==> src/rtl/down_timer.sv <==
// down_timer: loadable down-counting timer with a one-cycle expiry pulse.
// States IDLE / RUN / DONE. The remaining count decrements once per cycle
// while RUN and en=1. Expiry is reported by done=1 for the single cycle
// the FSM spends in DONE.
// Input priority within one cycle: rst > stop > load > start > en.
// Optional feature macro: DOWN_TIMER_AUTO_RELOAD_EN. When it is defined,
// DONE re-arms from the reload register, which gives a periodic done.
// The debug output `state` shows the registered FSM state
// (0=IDLE, 1=RUN, 2=DONE).
// Control inputs are level-sampled on every rising edge. There is no
// valid/ready handshake: load, start and stop act in the cycle they are
// high.
module down_timer #(
  parameter int SIZE = 8
) (
  input  logic            clk,
  input  logic            rst,
  input  logic            load,
  input  logic [SIZE-1:0] load_val,
  input  logic            start,
  input  logic            stop,
  input  logic            en,
  output logic [SIZE-1:0] count,
  output logic            busy,
  output logic            done,
  output logic [1:0]      state
);

  typedef enum logic [1:0] {
    S_IDLE = 2'd0,
    S_RUN  = 2'd1,
    S_DONE = 2'd2
  } state_t;

  state_t          state_q;
  state_t          state_nxt;
  logic [SIZE-1:0] count_nxt;
  logic [SIZE-1:0] reload_q;
  logic [SIZE-1:0] reload_nxt;

  // State, count and reload registers; synchronous active-high reset.
  always_ff @(posedge clk) begin
    if (rst) begin
      state_q  <= S_IDLE;
      count    <= '0;
      reload_q <= '0;
    end else begin
      state_q  <= state_nxt;
      count    <= count_nxt;
      reload_q <= reload_nxt;
    end
  end

  // Next state and next count, applied in priority order stop > load > start > en.
  always_comb begin
    state_nxt  = state_q;
    count_nxt  = count;
    reload_nxt = reload_q;
    unique case (state_q)
      S_IDLE: begin
        if (!stop) begin
          if (load) begin
            count_nxt  = load_val;
            reload_nxt = load_val;
          end else if (start) begin
            // A start with nothing left to count is a zero-length run.
            state_nxt = (count == '0) ? S_DONE : S_RUN;
          end
        end
      end
      S_RUN: begin
        if (stop) begin
          state_nxt = S_IDLE;
        end else if (load) begin
          count_nxt  = load_val;
          reload_nxt = load_val;
          if (load_val == '0) state_nxt = S_DONE;
        end else if (en && (count != '0)) begin
          // The count != 0 guard keeps the counter from wrapping to all-ones.
          count_nxt = count - SIZE'(1);
          if (count == SIZE'(1)) state_nxt = S_DONE;
        end
      end
      S_DONE: begin
        state_nxt = S_IDLE;
        if (!stop) begin
          if (load) begin
            count_nxt  = load_val;
            reload_nxt = load_val;
          end
`ifdef DOWN_TIMER_AUTO_RELOAD_EN
          // Re-arm from the reload value. A load in the same cycle supplies
          // the new value directly. A reload value of 0 stays in DONE.
          if (load) begin
            state_nxt = (load_val == '0) ? S_DONE : S_RUN;
          end else begin
            count_nxt = reload_q;
            state_nxt = (reload_q == '0) ? S_DONE : S_RUN;
          end
`endif
        end
      end
      default: state_nxt = S_IDLE;
    endcase
  end

  // Moore outputs, decoded only from the registered state.
  always_comb begin
    busy  = (state_q == S_RUN);
    done  = (state_q == S_DONE);
    state = state_q;
  end

endmodule

==> config.mk <==
export PLATFORM = sky130hd
export DESIGN_NAME = down_timer
export DESIGN_NICKNAME = d
export VERILOG_FILES = /design/src/rtl/down_timer.sv
export SDC_FILE = /design/constraint.sdc
export NUM_CORES = 1
export LEC_CHECK = 0
export ABC_AREA = 1
export CORE_MARGIN = 2
export CORE_UTILIZATION = 44
export DETAILED_ROUTE_END_ITERATION = 8
export GPL_ROUTABILITY_DRIVEN = 0
export PLACE_DENSITY = 0.85
export SLEW_MARGIN = 20
export SYNTH_ARGS = -nofsm -noshare
export SYNTH_HDL_FRONTEND = slang
export SYNTH_SLANG_ARGS = --single-unit
==> constraint.sdc <==
create_clock -name clk -period 1.6 [get_ports clk]
set_input_delay 0.32 -clock clk [delete_from_list [all_inputs] [get_ports clk]]
set_output_delay 0.32 -clock clk [all_outputs]
set_load 0.01 [all_outputs]
# Word-level counts from Yosys, hierarchy flattened
# Cells that the tools add are included.
[classes] eq_ne=13 mux=16 n_addsub=1 n_reduce_logical=9
[ops] op="8-bit two-way mux" n=5
[ops] op="2-bit two-way mux" n=9
[ops] op="8-bit zero test" n=2
[ops] op="8-bit case mux with 2 select lines" n=1
[ops] op="4-bit by 3-bit != test with 1-bit output, second input constant" n=3
[ops] op="2-bit != test, second input constant" n=5
[ops] op="8-bit by 1-bit == test with 1-bit output, second input constant" n=1
[ops] op="8-bit nonzero test" n=1
[ops] op="8-bit by 1-bit subtractor with 8-bit output, second input constant" n=1
[ops] op="6-bit AND reduction" n=1
[ops] op="5-bit AND reduction" n=1
[ops] op="2-bit case mux with 2 select lines" n=1
[ops] op="3-bit by 2-bit != test with 1-bit output, second input constant" n=1
[ops] op="2-bit by 1-bit == test with 1-bit output, second input constant" n=1
[ops] op="2-bit == test, second input constant" n=1
[ops] op="2-bit zero test" n=1
[ops] op="2-bit by 1-bit != test with 1-bit output, second input constant" n=1
[ops] op="2-bit nonzero test" n=1
[ops] op="2-bit OR reduction" n=1
[ops] op="1-bit logical AND" n=1
[word_totals] word_cells=41 regBits=10 input_bits=14 output_inout_bits=12

# Depth between registers and ports, before layout
[depth] ltp_word=6 ltp_mapped=9 depth_no_buf=9

# Least setup slack after synthesis
# No wires, ideal clock.
[synth_path] kind="reg-to-reg" start="reg count[0]" end="reg state_q[0], in the netlist state[0]" setup_time_ns=0.109 path_slack_ns=0.207 required_ns=1.491 n_path_buf=0 path_stages_with_launch=9 arrival_ns=1.284 cell_sequence="dfxtp_1 > inv_1 > ha_1 > nand2_4 > o21ai_4 > o21ai_0 > nand3_1 > nand2_1 > inv_1"
[synth_between] elab_chain_len=6 elab_cells_between_ends=12
[synth_rtl] item="start, declared" line="23" source="output logic [SIZE-1:0] count,"
[synth_rtl] item="start signal, assigned" line="49" source="count <= count_nxt;"
[synth_rtl] item="8-bit zero test" line="67" source="state_nxt = (count == '0) ? S_DONE : S_RUN;"
[synth_rtl] item="2-bit two-way mux" line="67"
[synth_rtl] item="2-bit two-way mux" line="65" source="end else if (start) begin"
[synth_rtl] item="2-bit two-way mux" line="62" source="if (load) begin"
[synth_rtl] item="2-bit two-way mux" line="61" source="if (!stop) begin"
[synth_rtl] item="2-bit case mux with 2 select lines" line="59" source="unique case (state_q)"
[synth_rtl] item="end signal, assigned" line="48" source="state_q <= state_nxt;"
[synth_rtl] item="end, declared" line="35" source="state_t state_q;"
# Parallel ways exist; a longest one is shown, timed or not. The select of a mux whose other input is x is not followed.
# A chain may end at the register's enable or synchronous reset.

# Worst setup path in the final report
[layout_path] start="reg count[5]" end="out count[5]"
# No word-level cell between the ends.

==> Flow_metrics.wiki <==
{| class="wikitable"
! Metric !! Value
|-
| Number of setup violations in the final report || 0
|-
| Worst slew margin relative to its limit || 0.818
|-
| Area growth from synthesis to final layout || 45.6%
|-
| Critical-path cell list || clkdlybuf4s50_1
|-
| Startpoint type of the worst setup path || flip-flop
|-
| Detailed Place HPWL || ~1.6 mm
|-
| Area of the die || approximately 2100 um^2
|-
| Number of antenna diodes || 0
|-
| Maximum number of pins on one net before global-route repair || 11
|-
| Max rail drop VDD || ~650 uV
|-
| Sequential-to-total area share from yosys stat || 0.258
|-
| Routed Antenna Nets || 0
|-
| Total vias in the final route || approximately 900
|-
| Final Net Count || between 150 and 200
|-
| Post-route cell area || about 1100 um^2
|-
| Global-route wire length before repair || between 3 and 4 mm
|-
| P_leak || roughly 0.56 nW
|-
| Min-Delay Startpoint || count[7]
|-
| Max Buffers Root-to-Sink || 2
|-
| Clock network power share || 0.235
|-
| Slowest library cell on the worst path || sky130_fd_sc_hd__clkdlybuf4s50_1
|-
| Share of the cycle needed by the critical path after routing || 0.965
|-
| Gr usage total || 0.221
|-
| Share of final-layout standard cells stronger than drive strength 1 || 0.158
|-
| Minimum setup slack in the final design || around 56 ps
|-
| Worst-case clock skew || 13.5 ps
|-
| Power per standard cell area || between 800 and 900 nW/um^2
|-
| Yosys warning count || 0
|-
| Number of distinct standard cells referenced by the synthesized netlist || 24
|-
| Switching part of the total || 0.375
|-
| Post-synth EDFFs || 0
|-
| Part of the total power dissipated in combinational logic || 0.451
|-
| Top_reg_cell synth || sky130_fd_sc_hd__dfxtp_1
|-
| CTS Root Cell || sky130_fd_sc_hd__clkbuf_4
|-
| Number of failing hold endpoints at the final stage || 0
|-
| Outcome || completed
|-
| Starting density of the core || 0.459
|-
| Highest clock frequency the design can meet || between 0.6 and 0.7 GHz
|-
| Aggregate negative setup slack || 0 ps
|-
| Setup slack of the worst register-to-register path || around 130 ps
|-
| Worst hold stages || 2
|-
| Multi-input gate area in the final layout || a little over 500 um^2
|-
| Number of nets in the synthesized netlist || roughly 140
|-
| FF+latch area || a little over 200 um^2
|-
| Required time worst endpoint || about 1300 ps
|-
| Port bufs || 25
|-
| Postcts setup bufs || 0
|-
| DP Area || roughly 1100 um^2
|-
| Post-Place Cells || around 170
|-
| Gate family responsible for the most delay along the worst path || buffers and inverters
|-
| Clock tree from TritonCTS || done
|-
| Clock Sinks || 10
|-
| Minimum clock period after layout || 1540 ps
|-
| Slew of the pin with the lowest slew margin || around 270 ps
|-
| Hold endpoint || count[7]
|-
| Cell count of the worst reg-to-reg path || 9
|-
| Routed WL || a little over 2 mm
|-
| Leftover overflow at the end of global routing || 0
|-
| Startpoint of the worst register-to-register path || count[1]
|-
| Mapped Avg Cell Area || around 6.5 um^2
|-
| WL/cell || 12.0 um
|-
| DRC violation total after the first TritonRoute iteration || 18
|-
| Net Sw Power || between 0.3 and 0.4 mW
|-
| FFs w/ async S/R, synth || 0
|-
| Worst R2R End || count[1]
|-
| Internal power || 0.618 mW
|-
| Hold crit path type || reg2reg
|-
| Part of the total power dissipated in sequential elements || 0.314
|-
| Slowest stage delay, CP || roughly 560 ps
|-
| Number of inserted filler cells in the final layout || roughly 160
|-
| Kind of critical path || reg2out
|-
| Post-synth design cell area || slightly below 800 um^2
|-
| Chip Height || 46.0 um
|-
| Final Slew Violations || 0
|-
| Via density per instance || around 5.3
|-
| Number of core rows || 15
|-
| Drt pass-1 iters || 4
|-
| Critical path endpoint category || output port
|-
| Number of placed I/O pins || 26
|-
| Synthesis-stage register bit count || 10
|-
| Initial antenna violation count || 0
|-
| RSZ-0062 raised after global routing || no
|-
| Die extent in x || ~46 um
|-
| Number of clock buffers inserted by TritonCTS || 3
|-
| Core outline area || roughly 1700 um^2
|-
| Clock slew seen by the registers of the worst setup and hold paths || 80 ps
|-
| Remaining design rule violation count || 0
|-
| Synthesized instance count || around 120
|-
| Number of H-tree branching levels || 1
|-
| Maximum capacitance violations || 0
|-
| Max Fanout on Critical Path || 4
|-
| Count of buffering cells on the critical path with inverters included || 1
|-
| Pre-CTS setup slack || -80.0 ps
|-
| Worst endpoint data arrival time || 1220 ps
|-
| Clock latency at the later pin of the worst-skew pair || 280 ps
|-
| Final Non-Filler Cells || approximately 170
|-
| Number of global-route vias before repair || 828
|}
## how the worst max path moves through the flow
stage | depth (start not counted) | start | end
after global routing | 9 | count[1] | count[1]
after global placement | 6 | load | count[0]
final | 1 | count[5] | count[5]
after floorplan | 8 | count[0] | state[0]
after detailed placement | 7 | load | count[6]
after CTS | 2 | count[0] | count[0]
## synthesized netlist by cell type (2+ instances only)
master                    instances  area share
sky130_fd_sc_hd__nand2_2          2       0.016
sky130_fd_sc_hd__nand3_1         10       0.065
sky130_fd_sc_hd__xor2_1           2       0.023
sky130_fd_sc_hd__o21ai_0         11       0.071
sky130_fd_sc_hd__ha_1             2       0.032
sky130_fd_sc_hd__inv_1           15       0.073
sky130_fd_sc_hd__nand4_1          4       0.032
sky130_fd_sc_hd__nor2_1          18       0.087
sky130_fd_sc_hd__nand2_1         25        0.12
sky130_fd_sc_hd__dfxtp_1         10        0.26
sky130_fd_sc_hd__a21oi_1          5       0.032
sky130_fd_sc_hd__nand2_4          2       0.029
sky130_fd_sc_hd__nor3_1           2       0.013
## logic make-up (layout without fill, tap and decap cells)
group,after synthesis,count (layout),synth area share
and+or+nand+nor,66,66,0.414
AOI/OAI and AO/OA,21,21,0.176
buffers and inverters,17,50,0.0840
DFF,10,10,0.258
adders and majority gates,2,2,0.0323
xor gates and xnor gates,2,2,0.0226
muxes,1,1,0.0129
## registers in the layout (all words and copies together), names as in the netlist
| register | cells |
|---|---|
| state | 2 |
| count | 8 |
## cell type report
class / instances / share of cell area
repair buffers: 30 / 0.257
inverters: 16 / 0.0533
well taps: 17 / 0.0189
flip-flops and latches: 10 / 0.184
multi-input cells: 92 / 0.454
clock buffers: 4 / 0.0322
## per-layer routing
metal / track usage / wire length (um)
met1: 0.268 / 908
met2: 0.361 / 907
met3: 0.0476 / 153
met4: 0.114 / 58
met5: 0 / 0
## repair_timing
item                                    CTS  global route
gates resized for setup                   6             5
hold endpoints to repair                  0             0
hold buffers                              0             0
cloned                                    0             0
endpoints found under the setup margin    5            10
## layout by cell type, fill, tap and decap left out, drive strengths merged, types with 2 or more instances in the layout
master         count
nor2              19
nand3             10
o21ai             12
nor3               2
nand2             30
dfxtp             10
inv               16
clkbuf             4
dlygate4sd2        2
clkdlybuf4s50     21
xor2               2
ha                 2
dlymetal6s2s       2
nand4              4
a21oi              7
buf                5
## per-stage QoR
step / total power [mW] / util / hold slack [ps]
floorplan: 0.586 / - / 382
global placement: 0.746 / 0.639 / 460
detailed placement: 0.755 / 0.639 / 471
CTS: 0.988 / 0.662 / 483
global route: 1.06 / 0.667 / 505
finish: 0.989 / 0.667 / 482
## power groups by stage
stage	Clock, mW	Combinational [mW]	Sequential [mW]
2_1_floorplan	0	0.265	0.321
3_3_place_gp	0	0.435	0.311
3_5_place_dp	0	0.442	0.313
4_1_cts	0.235	0.443	0.310
5_1_grt	0.246	0.497	0.315
6_report	0.232	0.447	0.310
Note: power is estimated with default switching activity, not from simulation.
